$ cat src/rtl/mem_access_ctrl.sv
// mem_access_ctrl: load/store sequencer between the execute stage and a
// single-port, word-addressed synchronous BRAM. It accepts one op per
// valid/ready handshake, drives the memory strobes, and waits out the read
// latency. Each op produces exactly one writeback beat for the register file.
module mem_access_ctrl #(
    parameter int ADDR_W = 10,
    parameter int DATA_W = 32,
    parameter int REG_W  = 5,
    parameter int RD_LAT = 1
) (
    input  logic              clk,
    input  logic              rst,
    input  logic              req_valid,
    output logic              req_ready,
    input  logic              req_load,
    input  logic              req_store,
    input  logic [31:0]       req_addr,
    input  logic [DATA_W-1:0] req_wdata,
    input  logic [DATA_W-1:0] req_alu_result,
    input  logic [REG_W-1:0]  req_rd,
    input  logic              req_reg_write,
    output logic              mem_read,
    output logic              mem_write,
    output logic [31:0]       mem_address,
    output logic [DATA_W-1:0] mem_wdata,
    input  logic [DATA_W-1:0] mem_rdata,
    output logic              wb_valid,
    output logic [REG_W-1:0]  wb_rd,
    output logic [DATA_W-1:0] wb_data,
    output logic              wb_reg_write,
    output logic              addr_err
);

    localparam logic [1:0] ST_IDLE   = 2'd0;
    localparam logic [1:0] ST_ACCESS = 2'd1;
    localparam logic [1:0] ST_WAIT   = 2'd2;

    // Final count of the WAIT phase; WAIT lasts exactly RD_LAT cycles.
    localparam logic [1:0] LAST_WAIT = 2'(RD_LAT - 1);

    logic [1:0]       state_r;
    logic [1:0]       wait_cnt_r;
    logic             op_load_r;
    logic             op_oor_r;
    logic [REG_W-1:0] op_rd_r;
    logic             op_rw_r;

    logic accept_s;
    logic is_load_s;
    logic is_store_s;
    logic is_mem_s;
    logic oor_s;

    // Decode the presented op; a load wins when both load and store are set.
    always_comb begin
        accept_s   = req_valid & req_ready;
        is_load_s  = req_load;
        is_store_s = req_store & ~req_load;
        is_mem_s   = is_load_s | is_store_s;
        oor_s      = |req_addr[31:ADDR_W];
    end

    // Sequencer state, memory strobes and writeback beat, all registered.
    always_ff @(posedge clk or posedge rst) begin
        if (rst) begin
            state_r      <= ST_IDLE;
            wait_cnt_r   <= 2'd0;
            op_load_r    <= 1'b0;
            op_oor_r     <= 1'b0;
            op_rd_r      <= {REG_W{1'b0}};
            op_rw_r      <= 1'b0;
            req_ready    <= 1'b0;
            mem_read     <= 1'b0;
            mem_write    <= 1'b0;
            mem_address  <= 32'd0;
            mem_wdata    <= {DATA_W{1'b0}};
            wb_valid     <= 1'b0;
            wb_rd        <= {REG_W{1'b0}};
            wb_data      <= {DATA_W{1'b0}};
            wb_reg_write <= 1'b0;
            addr_err     <= 1'b0;
        end else begin
            // Writeback and error flags are single-cycle pulses.
            wb_valid <= 1'b0;
            addr_err <= 1'b0;
            case (state_r)
                ST_IDLE: begin
                    req_ready <= 1'b1;
                    if (accept_s) begin
                        if (is_mem_s) begin
                            // Capture the op; an out-of-range address never strobes memory.
                            state_r     <= ST_ACCESS;
                            req_ready   <= 1'b0;
                            op_load_r   <= is_load_s;
                            op_oor_r    <= oor_s;
                            op_rd_r     <= req_rd;
                            op_rw_r     <= is_load_s & req_reg_write;
                            mem_address <= req_addr;
                            mem_read    <= is_load_s & ~oor_s;
                            mem_write   <= is_store_s & ~oor_s;
                            if (is_store_s) begin
                                mem_wdata <= req_wdata;
                            end else begin
                                mem_wdata <= mem_wdata;
                            end
                        end else begin
                            // ALU result goes straight to writeback; stay in IDLE.
                            wb_valid     <= 1'b1;
                            wb_rd        <= req_rd;
                            wb_data      <= req_alu_result;
                            wb_reg_write <= req_reg_write;
                        end
                    end else begin
                        state_r <= ST_IDLE;
                    end
                end
                ST_ACCESS: begin
                    mem_write <= 1'b0;
                    if (op_load_r) begin
                        state_r    <= ST_WAIT;
                        wait_cnt_r <= 2'd0;
                    end else begin
                        // Store completes: writeback beat carries no register write.
                        state_r      <= ST_IDLE;
                        req_ready    <= 1'b1;
                        wb_valid     <= 1'b1;
                        wb_rd        <= op_rd_r;
                        wb_reg_write <= 1'b0;
                        addr_err     <= op_oor_r;
                    end
                end
                ST_WAIT: begin
                    if (wait_cnt_r == LAST_WAIT) begin
                        // Read data is valid now; capture it and retire the load.
                        state_r      <= ST_IDLE;
                        req_ready    <= 1'b1;
                        mem_read     <= 1'b0;
                        wb_valid     <= 1'b1;
                        wb_rd        <= op_rd_r;
                        wb_reg_write <= op_rw_r;
                        addr_err     <= op_oor_r;
                        if (op_oor_r) begin
                            wb_data <= {DATA_W{1'b0}};
                        end else begin
                            wb_data <= mem_rdata;
                        end
                    end else begin
                        wait_cnt_r <= wait_cnt_r + 2'd1;
                    end
                end
                default: begin
                    state_r   <= ST_IDLE;
                    req_ready <= 1'b1;
                    mem_read  <= 1'b0;
                    mem_write <= 1'b0;
                end
            endcase
        end
    end

endmodule
$ cat config.mk
export PLATFORM = sky130hd
export DESIGN_NAME = mem_access_ctrl
export DESIGN_NICKNAME = d
export VERILOG_FILES = /design/src/rtl/mem_access_ctrl.sv
export SDC_FILE = /design/constraint.sdc
export NUM_CORES = 1
export LEC_CHECK = 0
export CAP_MARGIN = 25
export CORE_UTILIZATION = 37
export CTS_BUF_LIST = sky130_fd_sc_hd__clkbuf_16
export CTS_CLUSTER_DIAMETER = 30
export DETAILED_ROUTE_END_ITERATION = 16
export PLACE_DENSITY = 0.89
export SLEW_MARGIN = 15
export SYNTH_ARGS = -nofsm -noshare
export SYNTH_HDL_FRONTEND = slang
export SYNTH_SLANG_ARGS = --single-unit
$ cat constraint.sdc
create_clock -name clk -period 4.2 [get_ports clk]
set_input_delay 0.84 -clock clk [delete_from_list [all_inputs] [get_ports clk]]
set_output_delay 0.84 -clock clk [all_outputs]
set_load 0.1 [all_outputs]
==> metrics.txt <==
Fin. Hold Viols 0; mux share of post-synthesis cell area 16.9%; Post-synth EDFFs 0; worst endpoint data arrival time 2.06 ns; max_cap viols 0; Crit Path Class reg -> out; Synth Area in Compound Gates 11.8%; clk sink count 119; gpl congestion 0.752; via/cell ratio ~5; total wire length 13500 microns; fraction of final layout cells sized beyond drive strength 1 14.8%; std cell rows 41; # hold bufs at CTS 0; design area 8140 sq um; number of global-route vias before repair 4319; final period utilization 69.1%; Die ar. 13900 sq um; Ports 246; number of antenna diodes 0; clock tree buffer depth 2; flops & latches, synth 119; global route overflow 0; setup TNS 0 ns; CTS Root Cell clkbuf_16; Mean Syn Cell Area about 13 sq um; Yosys warnings 0; cell family with most CP delay buffers and inverters; Layout area overhead 63.7%; Final ANT Viol Nets 0; post-cts resize count 0; simple-gate share of the synthesized area under 10%; ys async rst share 100%; GR Util All Layers 20.0%; CP max-delay cell clkdlybuf4s50_1; Initial Util 38.6%; port buffer count 245; min Tclk post-route between 2 and 3 ns; 1st-iter DRT viols 158; Critical Path RT approximately 3.4 ns; outcome completed; hold depth 1; Wirelength per Cell approximately 16 microns; predominant post-synthesis flop cell dfrtp_1; worst rel slew slack 31.8%; fmax 345 MHz; Crit path depth 1; startpoint types flip-flop; Cell Area, Synth 4970 sq um; cell-by-cell trace of the critical path clkdlybuf4s50_1; hold slack 0.488 ns; critical path fanouts, max 5; commonest cells after routing, fill and taps aside clkdlybuf4s50_1 (245), dfrtp_1 (119), mux2_2 (56); Synth cell types 36; H-tree Lvls 4; register area share after synthesis about three fifths; Slew @ Worst Pin 1.02 ns; Core Area about 13000 sq um; Final #Nets 782; Gate Count Post-Synth 392; HP Class reg -> reg; XOR/XNOR share of the synthesized area 0%; most common cell after layout, fill and taps aside clkdlybuf4s50_1; post-synthesis adder-cell area fraction 1.26%; skew final 0.00913 ns; largest family of logic cells by synthesized area multiplexers; clk_lat worst skew 0.41 ns; Detail Placement HPWL 10100 microns; R2R cell count 7; setup bufs post-CTS 0; Die Wd 118 microns; largest net degree at the start of global routing 81; Worst Setup End Kind output port; CTS Buf Count 17; unrepaired setup endpoints after global routing no; die height 118 microns; fillers 953; Area after DPL 7560 sq um; Max stage delay on crit path around 1.2 ns; Max Slew Vio Count 0; vias 4059; DRC Markers 0; Net Count, Synth 536; number of endpoints failing setup at the final stage 0; first-pass GRT wire length 21400 microns; Reg clk slew, reported paths 0.05 ns; CTS tree done; antenna violations before repair 0; buffers and inverters on the worst path 1; First-pass DRT Iterations 4
==> metrics by stage <==
stage	setup WS, ns	cells	utilization (%)
CTS	1.26	821	63.0
detailed placement	1.20	790	58.7
global placement	1.28	790	58.7
finish	1.30	822	63.2
global route	1.23	822	63.2
floorplan	0.203	392	-
==> metal layers <==
layer,routed length [microns],global-route usage [%],vias up
met5,0,0,-
met4,278,8.97,0
met3,1060,7.56,25
met2,7060,35.1,170
met1,5080,21.2,1965
li1,-,-,1899
==> layout make-up <==
| class | count | area (sq um) | area share, % |
|---|---|---|---|
| clock buffer | 17 | 425 | 5.23 |
| clock inverter | 14 | 121 | 1.49 |
| inverter | 8 | 32.5 | 0.400 |
| multi-input combinational | 240 | 1840 | 22.7 |
| sequential | 119 | 2980 | 36.6 |
| tap | 172 | 215 | 2.64 |
| timing repair buffer | 252 | 2520 | 31.0 |
==> cells by family after synthesis <==
kind of cell / after synthesis
DFF: 119
AOI/OAI and AO/OA: 89
muxes: 75
and+or+nand+nor: 71
buffers and inverters: 33
adders and majority gates: 5
==> final timing paths <==
kind | to | slack (ns) | from
min reg2reg | mem_address[30] | 0.49 | mem_address[30]
max | req_ready | 1.30 | req_ready
min | mem_address[30] | 0.49 | mem_address[30]
min in group asynchronous | mem_wdata[14] | 0.75 | rst
max in group asynchronous | mem_wdata[3] | 2.53 | rst
max reg2reg | mem_wdata[8] | 1.68 | state_r[0]
==> synthesized netlist by cell type (3+ instances only) <==
| library cell | count | share of area, % |
|---|---|---|
| a21oi_1 | 39 | 3.9 |
| a22oi_1 | 31 | 4.7 |
| a31oi_1 | 3 | 0.38 |
| buf_2 | 9 | 0.91 |
| buf_4 | 5 | 0.75 |
| buf_6 | 3 | 0.68 |
| clkbuf_1 | 8 | 0.60 |
| dfrtp_1 | 119 | 60 |
| ha_1 | 5 | 1.3 |
| inv_1 | 7 | 0.53 |
| mux2_1 | 14 | 3.2 |
| mux2_2 | 56 | 13 |
| mux2i_1 | 5 | 1.0 |
| nand2_1 | 11 | 0.83 |
| nand3_1 | 3 | 0.30 |
| nor2_1 | 42 | 3.2 |
| nor4_1 | 5 | 0.63 |
| o21ai_0 | 7 | 0.70 |
==> registers in the layout, summed over array words and instances (netlist names), 2 cells and up <==
register and count:
op_rd_r 5, wb_data 32, mem_address 32, wait_cnt_r 2, state_r 2, wb_rd 5, mem_wdata 32
Power is not shown: default switching activity piles up to over one toggle a cycle in this logic, so the estimate is an artifact.
